`src/rtl/mw_pipe_stage.sv`:
```
// MEM/WB-class pipeline stage register: valid/ready handshake, flush, x0-write suppression, sticky halt.
// Optional build macro MW_PIPE_SKID_EN adds one skid entry so that in_ready comes from registered state only.
module mw_pipe_stage #(
  parameter int DATA_W = 64,
  parameter int RD_W   = 5,
  parameter int CNT_W  = 16
) (
  input  logic              clk,
  input  logic              rst,
  input  logic              flush,
  input  logic              in_valid,
  output logic              in_ready,
  input  logic [DATA_W-1:0] in_data,
  input  logic [RD_W-1:0]   in_rd,
  input  logic              in_wb_en,
  input  logic              in_halt,
  output logic              out_valid,
  input  logic              out_ready,
  output logic [DATA_W-1:0] out_data,
  output logic [RD_W-1:0]   out_rd,
  output logic              out_wb_en,
  output logic              out_halt,
  output logic              halted,
  output logic [CNT_W-1:0]  stall_cnt
);

  logic              out_valid_r;
  logic [DATA_W-1:0] out_data_r;
  logic [RD_W-1:0]   out_rd_r;
  logic              out_wb_r;
  logic              out_halt_r;
  logic              halted_r;
  logic [CNT_W-1:0]  stall_cnt_r;

  logic              skid_valid_s;
  logic              skid_halt_s;
  logic              in_fire_s;
  logic              out_fire_s;
  logic              hold_halt_s;
  logic              cap_wb_s;
  logic              in_ready_s;

  // Next-beat selection for the output register
  logic              ld_out_s;
  logic              clr_out_s;
  logic [DATA_W-1:0] ld_data_s;
  logic [RD_W-1:0]   ld_rd_s;
  logic              ld_wb_s;
  logic              ld_halt_s;

  // A write to x0 is dropped at capture so it can never reach the register file
  assign cap_wb_s    = in_wb_en & (in_rd != {RD_W{1'b0}});
  assign in_fire_s   = in_valid & in_ready_s;
  assign out_fire_s  = out_valid_r & out_ready;
  assign hold_halt_s = (out_valid_r & out_halt_r) | skid_halt_s;

`ifdef MW_PIPE_SKID_EN
  logic              skid_valid_r;
  logic [DATA_W-1:0] skid_data_r;
  logic [RD_W-1:0]   skid_rd_r;
  logic              skid_wb_r;
  logic              skid_halt_r;

  assign skid_valid_s = skid_valid_r;
  assign skid_halt_s  = skid_valid_r & skid_halt_r;

  // Ready from registered state only; the skid absorbs the beat accepted during a stall
  always_comb begin
    in_ready_s = !halted_r & !hold_halt_s & !skid_valid_s;
  end

  // Skid entry: filled when the output is stalled, drained into the output on out_fire
  always_ff @(posedge clk or negedge rst) begin
    if (!rst) begin
      skid_valid_r <= 1'b0;
      skid_data_r  <= {DATA_W{1'b0}};
      skid_rd_r    <= {RD_W{1'b0}};
      skid_wb_r    <= 1'b0;
      skid_halt_r  <= 1'b0;
    end else if (flush) begin
      skid_valid_r <= 1'b0;
    end else if (out_fire_s && skid_valid_r) begin
      skid_valid_r <= 1'b0;
    end else if (in_fire_s && out_valid_r && !out_fire_s) begin
      skid_valid_r <= 1'b1;
      skid_data_r  <= in_data;
      skid_rd_r    <= in_rd;
      skid_wb_r    <= cap_wb_s;
      skid_halt_r  <= in_halt;
    end
  end

  // Output register takes the skid beat first so ordering is preserved
  always_comb begin
    ld_out_s  = 1'b0;
    clr_out_s = 1'b0;
    ld_data_s = in_data;
    ld_rd_s   = in_rd;
    ld_wb_s   = cap_wb_s;
    ld_halt_s = in_halt;
    if (out_fire_s && skid_valid_r) begin
      ld_out_s  = 1'b1;
      ld_data_s = skid_data_r;
      ld_rd_s   = skid_rd_r;
      ld_wb_s   = skid_wb_r;
      ld_halt_s = skid_halt_r;
    end else if (in_fire_s && (!out_valid_r || out_fire_s)) begin
      ld_out_s = 1'b1;
    end else if (out_fire_s) begin
      clr_out_s = 1'b1;
    end else begin
      ld_out_s  = 1'b0;
    end
  end
`else
  assign skid_valid_s = 1'b0;
  assign skid_halt_s  = 1'b0;

  // Combinational ready: a stalled output can still take a beat when downstream drains it
  always_comb begin
    in_ready_s = !halted_r & !hold_halt_s & (!out_valid_r | out_ready);
  end

  // Output register loads on acceptance, empties when its beat leaves unreplaced
  always_comb begin
    ld_out_s  = 1'b0;
    clr_out_s = 1'b0;
    ld_data_s = in_data;
    ld_rd_s   = in_rd;
    ld_wb_s   = cap_wb_s;
    ld_halt_s = in_halt;
    if (in_fire_s && (!out_valid_r || out_fire_s)) begin
      ld_out_s = 1'b1;
    end else if (out_fire_s) begin
      clr_out_s = 1'b1;
    end else begin
      ld_out_s  = 1'b0;
    end
  end
`endif

  // Output register; payload is kept when valid drops, flush only kills the valid bit
  always_ff @(posedge clk or negedge rst) begin
    if (!rst) begin
      out_valid_r <= 1'b0;
      out_data_r  <= {DATA_W{1'b0}};
      out_rd_r    <= {RD_W{1'b0}};
      out_wb_r    <= 1'b0;
      out_halt_r  <= 1'b0;
    end else if (flush) begin
      out_valid_r <= 1'b0;
    end else if (ld_out_s) begin
      out_valid_r <= 1'b1;
      out_data_r  <= ld_data_s;
      out_rd_r    <= ld_rd_s;
      out_wb_r    <= ld_wb_s;
      out_halt_r  <= ld_halt_s;
    end else if (clr_out_s) begin
      out_valid_r <= 1'b0;
    end
  end

  // Sticky halt: a halt beat handed downstream counts even in a flush cycle
  always_ff @(posedge clk or negedge rst) begin
    if (!rst) begin
      halted_r <= 1'b0;
    end else if (out_fire_s && out_halt_r) begin
      halted_r <= 1'b1;
    end
  end

  // Saturating back-pressure counter
  always_ff @(posedge clk or negedge rst) begin
    if (!rst) begin
      stall_cnt_r <= {CNT_W{1'b0}};
    end else if (out_valid_r && !out_ready && !flush && (stall_cnt_r != {CNT_W{1'b1}})) begin
      stall_cnt_r <= stall_cnt_r + {{(CNT_W-1){1'b0}}, 1'b1};
    end
  end

  assign in_ready  = in_ready_s;
  assign out_valid = out_valid_r;
  assign out_data  = out_data_r;
  assign out_rd    = out_rd_r;
  assign out_wb_en = out_wb_r & out_valid_r;
  assign out_halt  = out_halt_r & out_valid_r;
  assign halted    = halted_r;
  assign stall_cnt = stall_cnt_r;

endmodule
```
`config.mk`:
```
export PLATFORM = sky130hd
export DESIGN_NAME = mw_pipe_stage
export DESIGN_NICKNAME = d
export VERILOG_FILES = /design/src/rtl/mw_pipe_stage.sv
export SDC_FILE = /design/constraint.sdc
export NUM_CORES = 1
export LEC_CHECK = 0
export ABC_CLOCK_PERIOD_IN_PS = 1700
export BUFFER_PORTS_ARGS = -buffer_cell sky130_fd_sc_hd__buf_2
export CAP_MARGIN = 15
export CORE_UTILIZATION = 42
export CTS_CLUSTER_DIAMETER = 150
export DETAILED_ROUTE_END_ITERATION = 7
export PLACE_DENSITY = 0.76
export SLEW_MARGIN = 20
export SYNTH_ARGS = -nofsm -noshare
export SYNTH_HDL_FRONTEND = slang
export SYNTH_SLANG_ARGS = --single-unit
```
`constraint.sdc`:
```
create_clock -name clk -period 1.7 [get_ports clk]
set_input_delay 0.085 -clock clk [delete_from_list [all_inputs] [get_ports clk]]
set_output_delay 0.085 -clock clk [all_outputs]
set_load 0.02 [all_outputs]
```
# Word-level counts from Yosys, hierarchy flattened
# Index checks and enable logic that the tools add are counted.
dict set report totals {
  in_bits 76
  output_inout_bits 90
  word_cells 38
  reg_bits 89
}
dict set report op_classes {
  mux 6
  eq_ne 1
  n_reduce_logical 14
  addsub 1
  bitwise 9
}
# op count
set ops {}
lappend ops {{adder 16 x 1 -> 16 bit (second input constant)} 1}
lappend ops {{!= test 16 bit (second input constant)} 1}
lappend ops {{AND 1 bit} 7}
lappend ops {{two-way mux 1 bit} 6}
lappend ops {{logical AND 1 bit} 5}
lappend ops {{zero test 1 bit} 5}
lappend ops {{nonzero test 5 bit} 1}
lappend ops {{nonzero test 3 bit} 1}
lappend ops {{AND reduction 2 bit} 1}
lappend ops {{logical OR 1 bit} 1}
lappend ops {{inverter 1 bit} 1}
lappend ops {{OR 1 bit} 1}

# Longest topological paths before layout
dict set report logic_depth {
  word_depth 10
  depth_mapped 6
  mapped_depth_nobuf 5
}

# Worst setup path after synthesis
# OpenSTA, ideal clock, no wires.
dict set report synth_timing {
  path_type {register to register}
  start {register out_halt_r}
  end {register out_data_r[0] (netlist: out_data[0])}
  t_arrival_ps 1770
  period_less_slack_ps 1895
  setup_time_ps 125
  t_required_ps 1575
  stages_incl_launch_ff 7
  path_slack_ps -195
  n_path_buf 2
  path_cell_list {dfrtp_1 > nand2b_1 > a21oi_1 > and3b_1 > buf_2 > buf_4 > mux2_2}
}
dict set report synth_between {
  elab_chain_len 8
}
# element line
set synth_rtl {}
lappend synth_rtl {{from (decl)} 31} ;# logic out_halt_r;
lappend synth_rtl {{from (signal assigned)} 157} ;# out_halt_r <= ld_halt_s;
lappend synth_rtl {{AND 1 bit} 55} ;# assign hold_halt_s = (out_valid_r & out_halt_r) | skid_halt_s;
lappend synth_rtl {{zero test 1 bit} 121} ;# in_ready_s = !halted_r & !hold_halt_s & (!out_valid_r | out_ready);
lappend synth_rtl {{AND 1 bit (2 in series)} 121}
lappend synth_rtl {{net in_ready} 12} ;# output logic in_ready,
lappend synth_rtl {{AND 1 bit} 53} ;# assign in_fire_s = in_valid & in_ready_s;
lappend synth_rtl {{logical AND 1 bit} 132} ;# if (in_fire_s && (!out_valid_r || out_fire_s)) begin
lappend synth_rtl {{two-way mux 1 bit} 132}
lappend synth_rtl {{AND reduction 2 bit (no line)} n/a}
lappend synth_rtl {{to (signal assigned)} 146} ;# out_data_r <= {DATA_W{1'b0}};
lappend synth_rtl {{to (signal assigned)} 154} ;# out_data_r <= ld_data_s;
lappend synth_rtl {{to (decl)} 28} ;# logic [DATA_W-1:0] out_data_r;
# The timed path passes the listed nets, and every way through them passes these cells.
# A chain may end at the register's enable or synchronous reset.

# Worst setup path in the final report
dict set report layout_timing {
  start {register out_halt_r}
  end {register out_data_r[50] (netlist: out_data[50])}
}
dict set report layout_between {
  elab_chain_len 8
}
# element line
set layout_rtl {}
lappend layout_rtl {{AND 1 bit} 55}
lappend layout_rtl {{zero test 1 bit} 121}
lappend layout_rtl {{AND 1 bit (2 in series)} 121}
lappend layout_rtl {{AND 1 bit} 53}
lappend layout_rtl {{logical AND 1 bit} 132}
lappend layout_rtl {{two-way mux 1 bit} 132}
lappend layout_rtl {{AND reduction 2 bit (no line)} n/a}
# No other way between the ends.

==> impl_metrics.yaml <==
timing:
  setup_viol: 11
  worst_slack_ns: -0.02021
  worstMarginPinSlew_ns: 0.4226
  drv_slew: 0
  fin_crit_ns: 1.720
  finalCritPeriodShare_pct: 101.2
  rsz0062_at_grt: "true"
  finalClockSkew_ns: 0.01851
  fmax_mhz: 581.3
  slew_headroom_pct: 71.83
  hold_viol: 0
setup_path:
  cp-end-kind: "flop"
  r2r_cells: 5
  startpoint_type: "flop"
  reg2reg_to: "out_data[50]"
  critical_path_class: "flop to flop"
  crit_fanout: 31
  required_ns: 1.91
  worstReg2RegStart: "out_halt_r"
  reg2reg_slack_ns: -0.02
  crit_arrival_ns: 1.93
drt:
  first_iter_violations: 83
  ant_nets: 0
  wl_um: 9484
  viasPerCell: 4.714
  drt-pass1-iter-count: 4
  routedWlPerCell_um: 15.52
  drc: 0
  routed-via-count: 2880
grt:
  grt_start_max_net_pins: 48
  grt-ovfl-total: 0
  grt_pass1_wl_um: 14540
  track_usage_pct: 21.66
  grt_pass1_vias: 3092
  antenna_found_initial: 0
die:
  start_util_pct: 43.30
  die_area_um2: 8798
  die_w_um: 93.80
  die_y_um: 93.80
  num_rows: 33
  ios: 166
  core-area_um2: 8175
power:
  clockPowerShare_pct: 18.6
  power.total_mw: 9.080
  internal-power_mw: 5.801
  swShare_pct: 36.12
  seqPwrFrac_pct: 38.7
  ir_worst_vdd_mv: 1.114
  power_density_nw_per_um2: 1555
  switchingPower_mw: 3.280
  leakagePower_nw: 2.881
  pwr-share-comb_pct: 42.7
yosys:
  postSynthAreaPerCell_um2: 15.13
  async_flop_share_pct: 100.0
  ys_types: 31
  syn_inst: 234
  synth_warnings: 0
  ys_seq_area_share_pct: 62.92
  syn-cell-area_um2: 3540
  synth_edf_count: 0
  syn_nets: 311
  synth_seq_cells: 89
  synthFlopType: "dfrtp_1"
min_path:
  timing.hold.worst_endpoint: "out_rd[3]"
  hp-start: "in_rd[3]"
  hold_depth: 2
  holdCritPathClass: "primary input to flop"
layout:
  post-route-util_pct: 71.44
  n_fill_cell: 574
  final_common_cell: "buf_2"
  multi_input_area_um2: 1401
  diodes: 0
  final_cell_mix: "164 x buf_2, 86 x dfrtp_1, 70 x dlygate4sd3_1, 56 x mux2_2, 27 x buf_4"
  seq_area_um2: 2231
  drive_above_1_share_pct: 59.68
  area_growth_pct: 65.01
  final_cells: 611
  num-nets-final: 579
clocking:
  cts_tree: "done"
  cts_buffers: 9
  clk-insertion-delay-late_ns: 0.34
  clockRootBuffer: "clkbuf_8"
  cts.sinks: 89
  clk_pin_slew_ns: 0.08
  ctsHtreeMaxLevel: 3
  clockBufferDepth: 2
place:
  routabilityCongestion: 0.7891
  port_buffers: 165
  placed_cells: 519
  hpwlAfterDp_um: 5747
status:
  status: "complete, but fails checks"
  violations: "negative setup slack"
run:
  drv_cap: 0
[layout make-up]
| class | instances | area share [%] |
|---|---|---|
| timing repair buffer | 267 | 31.51 |
| tap | 105 | 2.249 |
| inverter | 1 | 0.06427 |
| multi-input combinational | 134 | 23.99 |
| clock inverter | 5 | 1.799 |
| clock buffer | 10 | 2.185 |
| sequential | 89 | 38.20 |
[sequential cells by signal, indices dropped and copies added, names as in the netlist]
name	cells
stall_cnt	16
out_halt_r	1
out_data	64
out_rd	5
out_wb_r	1
halted	1
out_valid	1
[critical path: stages (launching register included)]
cell,delay [ns]
dfrtp_1,0.40
nand2b_4,0.16
a21oi_4,0.12
and3b_2,0.31
buf_12,0.23
mux2_2,0.36
[how the worst max path moves through the flow]
stage,from,to,slack [ns],depth (start not counted)
2_1_floorplan,stall_cnt[0],stall_cnt[9],-0.009,6
3_3_place_gp,stall_cnt[0],stall_cnt[3],-0.38,6
3_5_place_dp,stall_cnt[0],stall_cnt[5],-0.46,6
4_1_cts,out_halt_r,out_data[5],-0.005,6
5_1_grt,out_halt_r,out_data[50],-0.08,5
6_report,out_halt_r,out_data[50],-0.02,5
[power by group through the flow]
stage | logic (mW) | clock network, mW | registers, mW
finish | 3.88 | 1.69 | 3.52
global route | 4.10 | 1.82 | 3.64
CTS | 3.72 | 1.71 | 3.48
detailed placement | 3.54 | 0 | 3.51
global placement | 3.45 | 0 | 3.45
floorplan | 1.04 | 0 | 4.64
[metrics by stage]
stage | TNS (ns) | setup WS (ns) | hold slack [ns] | instance area, um^2
2_1_floorplan | -0.07449 | -0.008778 | -0.2106 | 3576
3_3_place_gp | -3.399 | -0.3850 | 0.04584 | 4693
3_5_place_dp | -4.325 | -0.4636 | 0.05570 | 4693
4_1_cts | -0.01770 | -0.005429 | 0.0002043 | 5729
5_1_grt | -3.482 | -0.07656 | 0.007594 | 5841
6_report | -0.08262 | -0.02021 | 0.02540 | 5841
[kinds of logic after synthesis]
family | after synthesis | synth area share, %
muxes | 72 | 22.87
buffers and inverters | 11 | 1.979
adders and majority gates | 1 | 0.3534
and+or+nand+nor | 42 | 7.423
xor gates and xnor gates | 15 | 3.712
AOI/OAI and AO/OA | 4 | 0.7422
DFF | 89 | 62.92
[layer usage]
layer  routed length (um)  share of wire, %  GRT usage, %  vias up
li1                     -                 -             -     1365
met1                 3632                38         23.91     1407
met2                 5247                55         40.57      100
met3                  482               5.1         4.531        8
met4                  123               1.3         7.821        0
met5                    0                 0             0        -
[cell usage after synthesis, types with 2 or more instances]
cell | count | area share [%]
and2_1 | 2 | 0.35
nor2_1 | 4 | 0.42
dfrtp_1 | 89 | 63
xor2_1 | 14 | 3.5
nor4_1 | 2 | 0.35
buf_2 | 2 | 0.28
nand3_1 | 4 | 0.57
mux2_2 | 71 | 23
and3_1 | 2 | 0.35
nor3_1 | 5 | 0.71
nand4_1 | 3 | 0.53
buf_4 | 7 | 1.5
nand2b_1 | 2 | 0.35
nor3b_1 | 3 | 0.64
nand2_1 | 8 | 0.85
[what timing repair did]
item                                   4_1_cts  5_1_grt
gates resized for setup                      8       24
pin swaps                                    1        3
hold buffers                                70        0
endpoints found under the hold margin      100        0
cloned                                       1        1
setup endpoints to repair                   45       82
buffers inserted                             6        2
Power figures use the tool's default switching activity.
